==> src/rtl/alu_issue.sv <==
// Issue/writeback stage in front of the single-cycle ALU: decodes one instruction at a
// time, reads operands from an 8-entry register file, pulses the ALU and commits its result.
module alu_issue #(
  parameter int unsigned DWIDTH  = 16,
  parameter int unsigned TIMEOUT = 8
) (
  input  logic              clk,
  input  logic              rst_n,
  input  logic              instr_valid,
  input  logic [15:0]       instr,
  output logic              instr_ready,
  output logic              alu_en,
  output logic [2:0]        alu_func,
  output logic [DWIDTH-1:0] alu_a,
  output logic [DWIDTH-1:0] alu_b,
  output logic [DWIDTH-1:0] alu_imm,
  input  logic [DWIDTH-1:0] alu_res,
  input  logic              alu_res_en,
  output logic              retire,
  output logic              busy,
  output logic              timeout_err,
  input  logic [2:0]        dbg_addr,
  output logic [DWIDTH-1:0] dbg_data
);

  localparam int unsigned IMM_W = 7;
  localparam int unsigned RA_W  = 3;
  localparam int unsigned NREG  = 8;
  localparam int unsigned CNT_W = $clog2(TIMEOUT);
  localparam logic [CNT_W-1:0] CNT_LAST = CNT_W'(TIMEOUT - 1);

  typedef enum logic [1:0] {
    IDLE  = 2'd0,
    ISSUE = 2'd1,
    WAIT  = 2'd2
  } state_t;

  // Decoded view of the instruction word; rs2 and imm share bits [6:4].
  typedef struct packed {
    logic [2:0]       func;
    logic [RA_W-1:0]  rd;
    logic [RA_W-1:0]  rs1;
    logic [RA_W-1:0]  rs2;
    logic [IMM_W-1:0] imm;
  } dec_t;

  state_t            state;
  state_t            state_nxt;
  logic [CNT_W-1:0]  cnt;
  logic [CNT_W-1:0]  cnt_nxt;
  logic [RA_W-1:0]   rd_q;
  logic [DWIDTH-1:0] rf [NREG];

  dec_t              dec;
  logic [DWIDTH-1:0] rs1_val;
  logic [DWIDTH-1:0] rs2_val;
  logic [DWIDTH-1:0] imm_sext;
  logic              accept;
  logic              wb;
  logic              expire;

  assign dec.func = instr[15:13];
  assign dec.rd   = instr[12:10];
  assign dec.rs1  = instr[9:7];
  assign dec.rs2  = instr[6:4];
  assign dec.imm  = instr[6:0];

  // r0 is hardwired to zero on every read port.
  assign rs1_val  = (dec.rs1 == '0) ? '0 : rf[dec.rs1];
  assign rs2_val  = (dec.rs2 == '0) ? '0 : rf[dec.rs2];
  assign dbg_data = (dbg_addr == '0) ? '0 : rf[dbg_addr];
  assign imm_sext = {{(DWIDTH - IMM_W){dec.imm[IMM_W-1]}}, dec.imm};

  // State register.
  always_ff @(posedge clk or negedge rst_n) begin
    if (!rst_n) begin
      state <= IDLE;
    end else begin
      state <= state_nxt;
    end
  end

  // Next-state logic; a result arriving on the last wait cycle beats the timeout.
  always_comb begin
    state_nxt = state;
    unique case (state)
      IDLE:    if (instr_valid) state_nxt = ISSUE;
      ISSUE:   state_nxt = WAIT;
      WAIT:    if (alu_res_en || (cnt == CNT_LAST)) state_nxt = IDLE;
      default: state_nxt = IDLE;
    endcase
  end

  // Per-state actions feeding the registered outputs and datapath.
  always_comb begin
    accept  = 1'b0;
    wb      = 1'b0;
    expire  = 1'b0;
    cnt_nxt = cnt;
    unique case (state)
      IDLE:  accept = instr_valid;
      ISSUE: cnt_nxt = '0;
      WAIT: begin
        if (alu_res_en) begin
          wb = 1'b1;
        end else if (cnt == CNT_LAST) begin
          expire = 1'b1;
        end else begin
          cnt_nxt = cnt + CNT_W'(1);
        end
      end
      default: ;
    endcase
  end

  // Control outputs are registered from the next state so they line up with it.
  always_ff @(posedge clk or negedge rst_n) begin
    if (!rst_n) begin
      cnt         <= '0;
      instr_ready <= 1'b1;
      busy        <= 1'b0;
      alu_en      <= 1'b0;
      retire      <= 1'b0;
      timeout_err <= 1'b0;
    end else begin
      cnt         <= cnt_nxt;
      instr_ready <= (state_nxt == IDLE);
      busy        <= (state_nxt != IDLE);
      alu_en      <= (state_nxt == ISSUE);
      retire      <= wb;
      if (expire) timeout_err <= 1'b1;
    end
  end

  // Operand capture on acceptance; held until the next accepted instruction.
  always_ff @(posedge clk or negedge rst_n) begin
    if (!rst_n) begin
      alu_func <= '0;
      alu_a    <= '0;
      alu_b    <= '0;
      alu_imm  <= '0;
      rd_q     <= '0;
    end else if (accept) begin
      alu_func <= dec.func;
      alu_a    <= rs1_val;
      alu_b    <= rs2_val;
      alu_imm  <= imm_sext;
      rd_q     <= dec.rd;
    end
  end

  // Register file write-back; writes to r0 are dropped.
  always_ff @(posedge clk or negedge rst_n) begin
    if (!rst_n) begin
      for (int i = 0; i < NREG; i++) rf[i] <= '0;
    end else if (wb && (rd_q != '0)) begin
      rf[rd_q] <= alu_res;
    end
  end

endmodule

==> config.mk <==
export PLATFORM = sky130hd
export DESIGN_NAME = alu_issue
export DESIGN_NICKNAME = d
export VERILOG_FILES = /design/src/rtl/alu_issue.sv
export SDC_FILE = /design/constraint.sdc
export NUM_CORES = 1
export LEC_CHECK = 0
export BUFFER_PORTS_ARGS = -buffer_cell sky130_fd_sc_hd__buf_4
export CORE_MARGIN = 3
export CORE_UTILIZATION = 50
export CTS_CLUSTER_SIZE = 16
export DETAILED_ROUTE_END_ITERATION = 7
export GPL_ROUTABILITY_DRIVEN = 1
export MAX_ROUTING_LAYER = met4
export PLACE_DENSITY = 0.7
export SYNTH_ARGS = -nofsm -noshare
export SYNTH_HDL_FRONTEND = slang
export SYNTH_SLANG_ARGS = --single-unit
export TNS_END_PERCENT = 100
==> constraint.sdc <==
create_clock -name clk -period 4.3 [get_ports clk]
set_clock_uncertainty 0.2 [all_clocks]
set_input_delay 0.215 -clock clk [delete_from_list [all_inputs] [get_ports clk]]
set_output_delay 0.215 -clock clk [all_outputs]
set_load 0.03 [all_outputs]
Word level (Yosys, flattened, before mapping)
Cells that the tools add are included.

cells by class
  $add $sub $neg = 1
  order comparisons = 5
  equal/unequal tests = 6
  mux-type cells = 27
  bitwise gates (word level) = 4
  reductions and logical operators = 12

operator list
  cell                 number
  $mux 16              10
  $bmux 16 s3          3
  $bwmux 128           1
  $demux 16 s3         1
  $ge 4x4->1 const B   4
  $not 3->4            4
  $logic_not 3->1      3
  $mux 1               6
  $mux 3               2
  $pmux 2 s3           1
  $pmux 3 s2           1
  $eq 2x1->1 const B   2
  $logic_not 2->1      2
  $lt 4x1->1 const B   1
  $mux 2               2
  $ne 2x2->1 const B   2
  $reduce_bool 2->1    2
  $add 3x1->3 const B  1
  $eq 3x3->1 const B   1
  $reduce_and 3->1     1
  $reduce_bool 3->1    1
  $eq 2x2->1 const B   1
  $logic_and 1x1->1    2
  $logic_or 1x1->1     1

storage, ports and cells
  flip-flop bits (word level) = 183
  bits of input ports = 39
  output and inout bits = 72
  word-level logic and storage cells = 75

Depth between registers and ports, before layout
  depth after elaboration = 6
  depth in mapped cells = 7
  mapped depth without buffers = 6

Least setup slack after synthesis
No wires, ideal clock.

  kind = input port to output port
  start point = in dbg_addr[1]
  end point = out dbg_data[10]
  data arrival time = 1.852 ns
  data required time = 3.885 ns
  slack = 2.033 ns
  cell stages on the path = 5
  path buffers = 2
  cell sequence = clkbuf_1 nor2b_1 clkbuf_1 a22oi_1 o21ai_0

on the way
  cells in the longest elaborated chain, start to end = 5
  elaborated cells on any way between the ends = 6
  those cells by class = mux (4); bitwise (1); reduce/logical (1)

ends and longest elaborated chain
  what                                         RTL line  source
  from (decl)                                  22        input logic [2:0] dbg_addr,
  $not 3->4 (not written as such)              71        assign dbg_data = (dbg_addr == '0) ? '0 : rf[dbg_addr];
  $bmux 16 s3                                  71
  $mux 16 (not written as such) (2 in series)  71
  $mux 16 (*)                                  71
  to (decl)                                    23        output logic [DWIDTH-1:0] dbg_data

Every way passes the cells marked *; elsewhere a longest branch is shown, timed or not. The select of a mux whose other input is x is not followed.

Final worst setup path
  start point = in dbg_addr[1]
  end point = out dbg_data[12]

Same word-level chain as after synthesis.

==> flow_summary.ini <==
[clocking]
cts_buffers = 17
cts_tree = built
cts_max_level = 4
cts_root_buf = clkbuf_16
cts.sinks = 167
insertion_delay_ns = 0.43
clockBufferDepth = 2
clk_pin_slew_worst_paths_ns = 0.06

[global_route]
grt_max_degree = 106
gr-total-overflow = 0
track_usage_pct = 26.41
grt_pass1_wl_mm = 39.35
grt_pass1_vias = 7014
grt_antenna_before_repair = 0

[route]
wl_met2_mm = 11.76
ant_nets = 0
routed_wl_mm = 24.95
dr.first_iter.drc_count = 685
dr.pass1.iters = 6
wl_met1_mm = 10.58
wl_met3_mm = 1.995
topRoutingLayerUsed = met4
viasPerCell = 6.365
wl_per_cell_um = 23.25
num_vias = 6830
drc = 0

[worst_setup_path]
rrSetupSlack_ns = 1.61
cp-end-kind = output port
r2r_end = rf[30]
worstPathCellList = buf_4 > nor2b_2 > a22oi_1 > o21ai_0 > buf_4
critPathMaxFanout = 34
cp_num_cells = 5
critical_path_class = input port to output port
path_delay_family = simple AND/OR/NAND/NOR gates
path_buf_inv = 2
cp_slowest_cell = nor2b_2
cp.arrival_ns = 2.33
rr_startpoint = state[1]
critPathMostFrequentCell = buf_4
r2r_cells = 4
crit_required_ns = 3.88
start_kind = input port
cpPeakStageDelay_ns = 0.97

[logic_synthesis]
synth_cells = 734
synthArstFlopShare_pct = 100.0
yosysWarnings = 0
yosys_register_bits = 167
synth_area_mm2 = 0.008947
ys.flop_type = dfrtp_1
syn_nets = 775
synth.distinct_cells = 43
synth_enable_flop_cells = 0
syn_avg_cell_area_um2 = 12.19
yosysSeqAreaShare_pct = 46.72

[timing]
worst_slack_ns = 1.555
finalHoldViolations = 0
finalCriticalPeriod_ns = 2.745
max_freq_mhz = 364.3
relSlewSlack_pct = 26.37
tns_ns = 0
setup_viol = 0
final.period_utilization_pct = 63.83
slew_violations = 0
rsz0062_at_grt = no
whs_ns = 0.1341
tightestPinTransition_ns = 1.099

[placed_design]
numPlacedInstances = 1011
dp_hpwl_mm = 14.77
place_congestion = 0.8207
place_ws_ns = 1.590
portBuffers = 110

[cells_and_area]
final_common_cell = dfrtp_1
final_cell_mix = dfrtp_1, mux2_2, buf_4, nand2_1, mux2i_1
fin_nets = 876
drive_above_1_share_pct = 39.62
layout.cells.non_filler = 1073
n_antenna_cell = 0
area_growth_pct = 19.05

[job]
drv_cap = 0

[min_path]
min_path_type = input port to flop
hold_start = instr[8]
holdPathEnd = alu_a[1]
hold_depth = 3

[die]
start_util_pct = 51.37
fp-row-count = 48
io_pins = 111
core_mm2 = 0.01742
chipWidth_um = 139.8
die-area_mm2 = 0.01954
die_h_um = 139.8

[pwr]
p_leak_nw = 4.986
peakVddDrop_mv = 0.4083
power.total_w = 0.006779
powerDensity_mw_per_mm2 = 636.4

[run_status]
status = completed
-- timing repair --
action                                 in CTS  in global routing
buffers inserted                            0                  0
endpoints found under the hold margin     229                  0
hold buffers                               30                  0
gates resized for setup                     0                  0
-- metrics by stage --
step	utilization, %	instance area [um^2]
detailed placement	56.22	9792
global route	61.16	10650
CTS	61.16	10650
finish	61.16	10650
floorplan	-	8947
global placement	56.22	9792
-- tightest hold or removal path: cells and delay by family --
kind | cells | cell delay, ns
AO/OA/AOI/OAI | 1 | 0.13
buffers and inverters | 1 | 0.23
AND/OR/NAND/NOR | 1 | 0.14
-- routing by layer --
metal | vias to the layer above | track usage, %
li1 | 2927 | -
met1 | 3457 | 34.44
met2 | 385 | 41.63
met3 | 61 | 5.395
met4 | 0 | 8.771
met5 | - | -
-- synth_stat cells, types with 3 or more instances --
cell | instances | area share (%)
mux2_4 | 10 | 1.7
a22oi_1 | 29 | 2.4
nand2b_1 | 4 | 0.28
mux2_2 | 149 | 19
nor2b_1 | 7 | 0.49
clkbuf_1 | 28 | 1.2
mux2i_1 | 63 | 7.0
a221oi_1 | 17 | 1.7
o221ai_1 | 14 | 1.4
o22a_1 | 14 | 1.4
buf_2 | 18 | 1.0
mux4_2 | 18 | 4.5
o21ai_0 | 31 | 1.7
buf_1 | 4 | 0.17
nor2_1 | 19 | 0.80
inv_1 | 3 | 0.13
nand2_1 | 78 | 3.3
dfrtp_1 | 166 | 46
o22ai_1 | 15 | 1.0
buf_4 | 15 | 1.3
-- kinds of logic (layout without fill, tap and decap cells) --
| logic type | after synthesis | in the layout | synth area share, % |
|---|---|---|---|
| compound gates | 135 | 135 | 10.78 |
| fa+ha+maj | 2 | 2 | 0.2796 |
| buf+inv | 70 | 184 | 3.901 |
| flops | 167 | 167 | 46.72 |
| mux | 240 | 240 | 32.01 |
| simple gates | 120 | 120 | 6.307 |
-- sequential cells by signal, indices dropped and copies added (netlist names), 2 cells and up --
signal	cells
alu_a	16
state	2
alu_b	16
alu_imm	7
cnt	3
alu_func	3
rf	112
rd_q	3
-- area by class of cell --
type | instances | area [um^2]
clock buffer | 23 | 457.9
timing repair buffer | 148 | 1190
clock inverter | 9 | 101.3
multi-input combinational | 497 | 4425
fill | 1378 | 6765
tap | 225 | 281.5
sequential | 167 | 4180
inverter | 4 | 15.01
-- power by group --
part           switching, W  total, W  internal (W)
combinational       0.00136   0.00260       0.00124
clock              0.000606   0.00147      0.000866
sequential         0.000562   0.00271       0.00214
-- worst max path at each step --
stage / from / endpoint / slack (ns)
3_5_place_dp: instr[4] / alu_b[13] / 1.59
5_1_grt: dbg_addr[1] / dbg_data[12] / 1.55
6_report: dbg_addr[1] / dbg_data[12] / 1.56
2_1_floorplan: dbg_addr[1] / dbg_data[10] / 2.03
3_3_place_gp: dbg_addr[1] / dbg_data[12] / 1.63
4_1_cts: dbg_addr[1] / dbg_data[12] / 1.64
Note: power is estimated with default switching activity, not from simulation.
